--- config.mk ---
export PLATFORM = sky130hd
export DESIGN_NAME = reg_block
export DESIGN_NICKNAME = d
export VERILOG_FILES = /design/src/rtl/reg_block_pkg.sv /design/src/rtl/reg_file.sv /design/src/rtl/reg_block.sv
export SDC_FILE = /design/constraint.sdc
export NUM_CORES = 2
export LEC_CHECK = 0
export ABC_CLOCK_PERIOD_IN_PS = 22000
export BUFFER_PORTS_ARGS = -buffer_cell sky130_fd_sc_hd__buf_4
export CAP_MARGIN = 0
export CORE_MARGIN = 5
export CORE_UTILIZATION = 60
export DETAILED_ROUTE_END_ITERATION = 16
export MAX_ROUTING_LAYER = met4
export PLACE_DENSITY = 0.76
export SYNTH_ARGS = -nofsm -noshare
export SYNTH_HDL_FRONTEND = slang
export SYNTH_SLANG_ARGS = --single-unit
export TNS_END_PERCENT = 30
--- constraint.sdc ---
create_clock -name clk -period 22 [get_ports clk]
set_input_delay 4.4 -clock clk [delete_from_list [all_inputs] [get_ports clk]]
set_output_delay 4.4 -clock clk [all_outputs]
set_load 0.05 [all_outputs]
--- src/rtl/reg_block_pkg.sv ---
// Shared constants and types for the operand-fetch / execute slice.
package reg_block_pkg;

  localparam int RWIDTH = 6;
  localparam int DWIDTH = 32;
  localparam int IMM_IN = 15;

  typedef logic [DWIDTH-1:0] word_t;

  typedef enum logic [3:0] {
    ALU_ADD   = 4'd0,
    ALU_SUB   = 4'd1,
    ALU_AND   = 4'd2,
    ALU_OR    = 4'd3,
    ALU_XOR   = 4'd4,
    ALU_NOR   = 4'd5,
    ALU_SLL   = 4'd6,
    ALU_SRL   = 4'd7,
    ALU_SRA   = 4'd8,
    ALU_SLT   = 4'd9,
    ALU_SLTU  = 4'd10,
    ALU_PASSB = 4'd11
  } alu_op_t;

endpackage

--- src/rtl/reg_file.sv ---
// 2-read / 1-write register file with combinational reads and entry 0 tied to zero.
module reg_file
  import reg_block_pkg::*;
#(
  parameter int AW = RWIDTH,
  parameter int DW = DWIDTH
) (
  input  logic          clk,
  input  logic          rst_n,
  input  logic [AW-1:0] ra,
  input  logic [AW-1:0] rb,
  input  logic [AW-1:0] wa,
  input  logic [DW-1:0] wd,
  input  logic          we,
  output logic [DW-1:0] rdata_a,
  output logic [DW-1:0] rdata_b
);

  localparam int NREGS = 2 ** AW;

  logic [DW-1:0] mem [NREGS];

  // Reset clears every entry so no unwritten register can ever read as X.
  always_ff @(posedge clk) begin
    if (!rst_n) begin
      for (int i = 0; i < NREGS; i++) mem[i] <= '0;
    end else if (we && (wa != '0)) begin
      mem[wa] <= wd;
    end
  end

  // No write bypass: a same-cycle write becomes visible only after the edge.
  assign rdata_a = (ra == '0) ? '0 : mem[ra];
  assign rdata_b = (rb == '0) ? '0 : mem[rb];

endmodule

--- src/rtl/reg_block.sv ---
// Operand fetch and execute: register file, immediate/register operand-B mux, combinational ALU.
module reg_block #(
  parameter int RWIDTH = reg_block_pkg::RWIDTH,
  parameter int DWIDTH = reg_block_pkg::DWIDTH,
  parameter int IMM_IN = reg_block_pkg::IMM_IN
) (
  input  logic              clk,
  input  logic              rst_n,
  input  logic [RWIDTH-1:0] rs,
  input  logic [RWIDTH-1:0] rt,
  input  logic [RWIDTH-1:0] rd,
  input  logic [DWIDTH-1:0] wd,
  input  logic              we,
  input  logic              muxsel1,
  input  logic [IMM_IN-1:0] imm_in,
  input  logic [3:0]        ALUopsel,
  output logic [DWIDTH-1:0] opBwd,
  output logic [DWIDTH-1:0] ALUresult
);

  logic signed [DWIDTH-1:0] op_a;
  logic signed [DWIDTH-1:0] op_b;
  logic signed [DWIDTH-1:0] rt_data;
  logic signed [DWIDTH-1:0] imm_ext;

  function automatic logic signed [DWIDTH-1:0] sign_ext(input logic [IMM_IN-1:0] imm);
    return {{(DWIDTH-IMM_IN){imm[IMM_IN-1]}}, imm};
  endfunction

  // Shift amount comes from the low five bits of operand B; no flags are produced.
  function automatic logic [DWIDTH-1:0] alu(input logic [3:0] op,
                                            input logic signed [DWIDTH-1:0] a,
                                            input logic signed [DWIDTH-1:0] b);
    logic [4:0] sh;
    sh = b[4:0];
    case (reg_block_pkg::alu_op_t'(op))
      reg_block_pkg::ALU_ADD:   return a + b;
      reg_block_pkg::ALU_SUB:   return a - b;
      reg_block_pkg::ALU_AND:   return a & b;
      reg_block_pkg::ALU_OR:    return a | b;
      reg_block_pkg::ALU_XOR:   return a ^ b;
      reg_block_pkg::ALU_NOR:   return ~(a | b);
      reg_block_pkg::ALU_SLL:   return a << sh;
      reg_block_pkg::ALU_SRL:   return a >> sh;
      reg_block_pkg::ALU_SRA:   return a >>> sh;
      reg_block_pkg::ALU_SLT:   return {{(DWIDTH-1){1'b0}}, (a < b)};
      reg_block_pkg::ALU_SLTU:  return {{(DWIDTH-1){1'b0}}, ($unsigned(a) < $unsigned(b))};
      reg_block_pkg::ALU_PASSB: return b;
      default:                  return '0;
    endcase
  endfunction

  reg_file #(
    .AW (RWIDTH),
    .DW (DWIDTH)
  ) u_reg_file (
    .clk     (clk),
    .rst_n   (rst_n),
    .ra      (rs),
    .rb      (rt),
    .wa      (rd),
    .wd      (wd),
    .we      (we),
    .rdata_a (op_a),
    .rdata_b (rt_data)
  );

  assign imm_ext   = sign_ext(imm_in);
  assign op_b      = muxsel1 ? imm_ext : rt_data;
  assign opBwd     = rt_data;
  assign ALUresult = alu(ALUopsel, op_a, op_b);

endmodule

# == After elaboration in Yosys (flattened, before gate mapping) ==
# Memory sizes are Yosys's and may differ from the RTL's.
# Cells that the tools add are included.
# word_totals
ramBits,2048
inputBits,73
wordCells,40
ff_bits,0
memories,1
# mem_list
memory,depth,width,read_ports,rd_clocked_by_memory_dff,wr,line_no,rtl
u_reg_file.mem,64,32,2,0,64,reg_file.sv:21,logic [DW-1:0] mem [NREGS];
# op_classes
n_eq_ne,11
order_cmp,2
n_bitwise,4
n_mux,11
n_shift,3
n_reduce_logical,6
addsub,2
# ops
op,n
$pmux W32 S12,1
$mux W32,4
$lt A32 B32 Y1,2
$add A32 B32 Y32,1
$and A32 B32 Y32,1
$not A32 Y32,1
$or A32 B32 Y32,1
$reduce_or A32 Y1,1
$shl A32 B5 Y32,1
$shr A32 B5 Y32,1
$sshr A32 B5 Y32,1
$sub A32 B32 Y32,1
$xor A32 B32 Y32,1
$eq A4 B3 Y1 const B,4
$eq A4 B4 Y1 const B,4
$logic_not A6 Y1,2
$eq A4 B2 Y1 const B,2
$mux W6,1
$reduce_bool A6 Y1,1
$mux W1,5
$eq A4 B1 Y1 const B,1
$logic_not A4 Y1,1
$logic_and A1 B1 Y1,1

# == Logic depth before layout (Yosys ltp) ==
# logic_depth
word_depth,7
depth_mapped,28

# == By module ==
# Synthesis repeated with hierarchy kept, for this count alone.
# hier_totals
hier_cells,8645
area_unflattened_um2,119293.2
# by_module_without_submodules
module,seq_area_each_um2,area_per_inst_um2,n_inst,cells_each
reg_file,61499.0,109392.4,1,7132
reg_block,0.0,9900.7,1,1513

# == Least setup slack after synthesis ==
# Ideal clock, no wire load.
# synth_timing
path_kind,input -> output
from,in rt[2]
to,out ALUresult[31]
arrival_ns,11.551
n_path_buf,9
slack_ns,6.049
cell_stages,24
required_ns,17.600
cell_sequence,buf_4 -> buf_4 -> buf_4 -> buf_4 -> buf_4 -> buf_4 -> buf_2 -> buf_2 -> buf_2 -> mux4_2 -> mux2i_1 -> a211oi_1 -> mux2i_1 -> ha_1 -> or4_1 -> o41ai_1 -> o221ai_1 -> a21oi_1 -> o21bai_1 -> a311oi_1 -> o21ai_0 -> a211o_1 -> or3_1 -> nand4_1
# synth_between
elab_cells_between_ends,14
# synth_rtl
item,line_no,rtl
from (decl),reg_block.sv:10,"input logic [RWIDTH-1:0] rt,"
$mem_v2 Z64 W32 / $logic_not A6 Y1 (equally long branches),-,
$mux W32 *,reg_file.sv:34,assign rdata_b = (rb == '0) ? '0 : mem[rb];
via opBwd[6],reg_block.sv:17,"output logic [DWIDTH-1:0] opBwd,"
$mux W32 *,reg_block.sv:69,assign op_b = muxsel1 ? imm_ext : rt_data;
$sub A32 B32 Y32 / $add A32 B32 Y32 (equally long branches),"reg_block.sv:38, reg_block.sv:37",
$pmux W32 S12 *,reg_block.sv:36,case (reg_block_pkg::alu_op_t'(op))
to (decl),reg_block.sv:18,output logic [DWIDTH-1:0] ALUresult
# Mark *: on every way through the listed nets, which the timed path passes. The rest lies on a longest branch.

# == Worst setup path after layout ==
# layout_timing
from,in rt[1]
to,out ALUresult[31]
# layout_between
elab_chain_cells,6
elab_cells_between_ends,14
# layout_lines
item,line_no
$mem_v2 Z64 W32 / $logic_not A6 Y1 (equally long branches),-
$mux W32 *,reg_file.sv:34
$mux W32 *,reg_block.sv:69
branches (longest 2 deep; another with $sub A32 B32 Y32),-
$pmux W32 S12 *,reg_block.sv:36
# Every way passes the cells marked *.

==> results by group <==
Global routing
  – Number of global-route vias before repair: roughly 80000
  – Met1 usage: 0.5563
  – Most Used Layer, Global Route: met2
  – Total global routing overflow: 0
  – First-pass GRT wire length: between 600000 and 700000 um
  – M2 GR Usage: 0.6239
  – Initial antenna violation count: 38
  – Global Route met3 Usage: 0.1648
  – Total GRT Usage: 0.4515
  – Maximum number of pins on one net before global-route repair: around 110

Yosys
  – Syn avg cell area: roughly 15 sq um
  – Count of cell types in the netlist: 93
  – Largest area contributor in the netlist: edfxtp_1
  – Share of the synthesized area in the top cell type: 0.5185
  – Dominant cell by count in the synthesized netlist: edfxtp_1
  – Gate Count Post-Synth: 8110
  – FF+latch count, synth: around 2000
  – Number of synthesized flops with an enable pin: 2048
  – Commonest cells in the netlist: 2048 x edfxtp_1, 2043 x and2_1, 1195 x mux4_2, 538 x clkbuf_1, 258 x mux2i_1
  – Post-Syn Area: 118600 sq um
  – Largest cells by area after synthesis: edfxtp_1 52%, mux4_2 23%, and2_1 11%
  – Register area share after synthesis: 0.5185
  – Asr flop ratio synth: 0
  – Ys flop type: edfxtp_1
  – Synth warn: 0

Place
  – Final RePlAce weighted congestion: between 1 and 1.5
  – Dpl ws: 5.103 ns
  – Detail Placement HPWL: roughly 270000 um
  – IO buf count: ~140

Route
  – # DRC: 0
  – 1st-pass router iterations: 9
  – Vias: ~82000
  – Avg Vias per Cell: between 7 and 8
  – Initial DRC Count: about 16000
  – Drt wl/cell: 42.06 um
  – Final WL: 452400 um
  – Antenna viol nets, final: 0

Clocking
  – Clock transition at the registers of the reported paths: around 0.06 ns
  – CTS tree: done
  – H-tree lvl count: 4
  – Hold_buf cts: 0
  – Clk sink count: 2048
  – Postcts setup bufs: 0
  – Clock Tree Buf Depth: 3
  – Num CTS Buffers: 210
  – # resized after CTS: 0
  – Root Driver: clkbuf_16

Setup path
  – CP endpoint kind: primary output
  – WP data required: ~18 ns
  – Setup CP Type: in2out
  – CP Max Fanout: 83
  – Crit path DAT: about 13 ns
  – Startpoint Class: input pin

Final layout
  – Share of post-route cells with drive strength above 1: 0.2640
  – Number of flip-flops in the largest register: approximately 2000
  – Layout fillers: 13540
  – P&R area growth vs syn: 8.869%
  – Biggest regs: u_reg_file.mem x2048
  – Fin nets: 8081
  – Biggest register: u_reg_file.mem

STA
  – Tmin final: about 17 ns
  – Slew margin rel.: -0.02408
  – Slew of the pin with the lowest slew margin: between 1.5 and 2 ns
  – Final worst slack: between 4 and 5 ns
  – Tcrit/Tclk final: 0.7882
  – Fin Hold WS: about 4 ns
  – Peak Freq: between 50 and 60 MHz
  – Fin. Hold Viols: 0
  – Setup TNS: 0 ns
  – Final setup vio count: 0
  – RSZ-0062 raised after global routing: false
  – Max Slew Vio Count: 3

Outcome
  – Run status: finished with violations
  – Failing checks: max-capacitance violations, max-slew violations

Die
  – Core area: 197000 sq um
  – Row Count: ~160
  – Initial Utilization: 0.6020
  – # IOs: between 100 and 150
  – Die area: approximately 210000 sq um
  – Die Width: between 400 and 500 um
  – Die Ht: between 400 and 500 um

Job
  – Max_cap viols: 1

Min path
  – HP Class: in2reg

Power and ir drop
  – Maximum vdd drop: around 0.10 mV
  – Power per standard cell area: between 70 and 80 nW/um^2
  – Leakage: ~44 nW
-- cell usage in the layout (no fill, tap or decap), types with 19 or more instances in the layout --
cell / count
o211ai_1: 50
clkbuf_1: 43
conb_1: 32
edfxtp_1: 2048
clkbuf_16: 214
o22ai_1: 25
o221ai_1: 35
clkinv_2: 35
diode_2: 43
nor2_1: 140
ha_1: 101
and2_1: 2042
nor2_4: 64
inv_1: 109
a211oi_1: 44
nor3_1: 32
o21ai_0: 128
nor2b_1: 19
nand3_1: 33
a221oi_1: 39
a22oi_1: 19
mux2i_1: 257
mux2_2: 63
a21o_1: 22
o21ai_4: 63
a22o_1: 19
clkinv_1: 63
a21oi_1: 135
a32oi_1: 19
mux4_2: 1195
nand2b_1: 25
nand2_1: 228
o21a_1: 22
buf_4: 371
-- where the power goes --
group          internal (mW)  total, mW  switching, mW
registers               4.50       4.61          0.111
logic                  0.717       2.04           1.32
clock network           1.91       3.46           1.55
total                   7.13       10.1           2.98
-- layer usage --
layer  wire length, um  part of all wire
met5                 0                 0
met2            193500              0.43
met3             75390              0.17
met1            142900              0.32
met4             40630             0.090
-- stage by stage --
stage | total power, mW | area (sq um) | utilization | cells
floorplan | 5.879 | 118700 | - | 8141
global placement | 6.605 | 122600 | 0.6220 | 10330
detailed placement | 6.634 | 122600 | 0.6220 | 10330
CTS | 10.02 | 129000 | 0.6549 | 10710
global route | 10.31 | 129100 | 0.6552 | 10740
finish | 10.11 | 129100 | 0.6554 | 10760
-- worst max-delay path, stage by stage --
cell and delay (ns):
buf_8 0.55, buf_4 0.85, buf_4 0.64, mux4_2 0.41, mux4_2 0.52, mux2_2 0.38, o211ai_1 0.91, o21ai_0 0.35
inv_1 0.20, ha_1 0.34, a21o_1 0.19, a21oi_1 0.20, a21boi_0 0.27, o21ai_0 0.16, a21o_1 0.20, a21oi_1 0.17
o21bai_1 0.22, a311oi_1 0.62, o21ai_0 0.17, a211o_1 0.34, or3_1 0.34, nand4_1 0.13, buf_4 0.22
-- area by class of cell --
cell class,instances,area (sq um),share of cell area
Tap cell,2640,3303,0.02558
Sequential cell,2048,61500,0.4763
Antenna cell,43,107.6,0.0008334
Timing Repair Buffer,389,3098,0.02399
Clock buffer,257,5517,0.04272
Clock inverter,122,947.2,0.007335
Inverter,124,478.0,0.003702
Multi-Input combinational cell,5132,54170,0.4195
-- cells by family after synthesis --
| logic type | count (synthesis) | share of synthesized area |
|---|---|---|
| AO/OA/AOI/OAI | 804 | 0.04737 |
| flip-flops | 2048 | 0.5185 |
| other | 1 | 0.00003162 |
| adder cells (fa/ha/maj) | 103 | 0.01099 |
| multiplexers | 1520 | 0.2552 |
| XOR/XNOR | 10 | 0.0007385 |
| AND/OR/NAND/NOR | 2663 | 0.1308 |
| buffers and inverters | 961 | 0.03641 |
-- path summary, 6_finish.rpt --
path,from,cells after the start,slack [ns],to
worst max-delay path,rt[1],23,4.66,ALUresult[31]
worst min-delay path,rst_n,2,4.06,u_reg_file.mem[19][30]
Note: power is estimated with default switching activity, not from simulation.
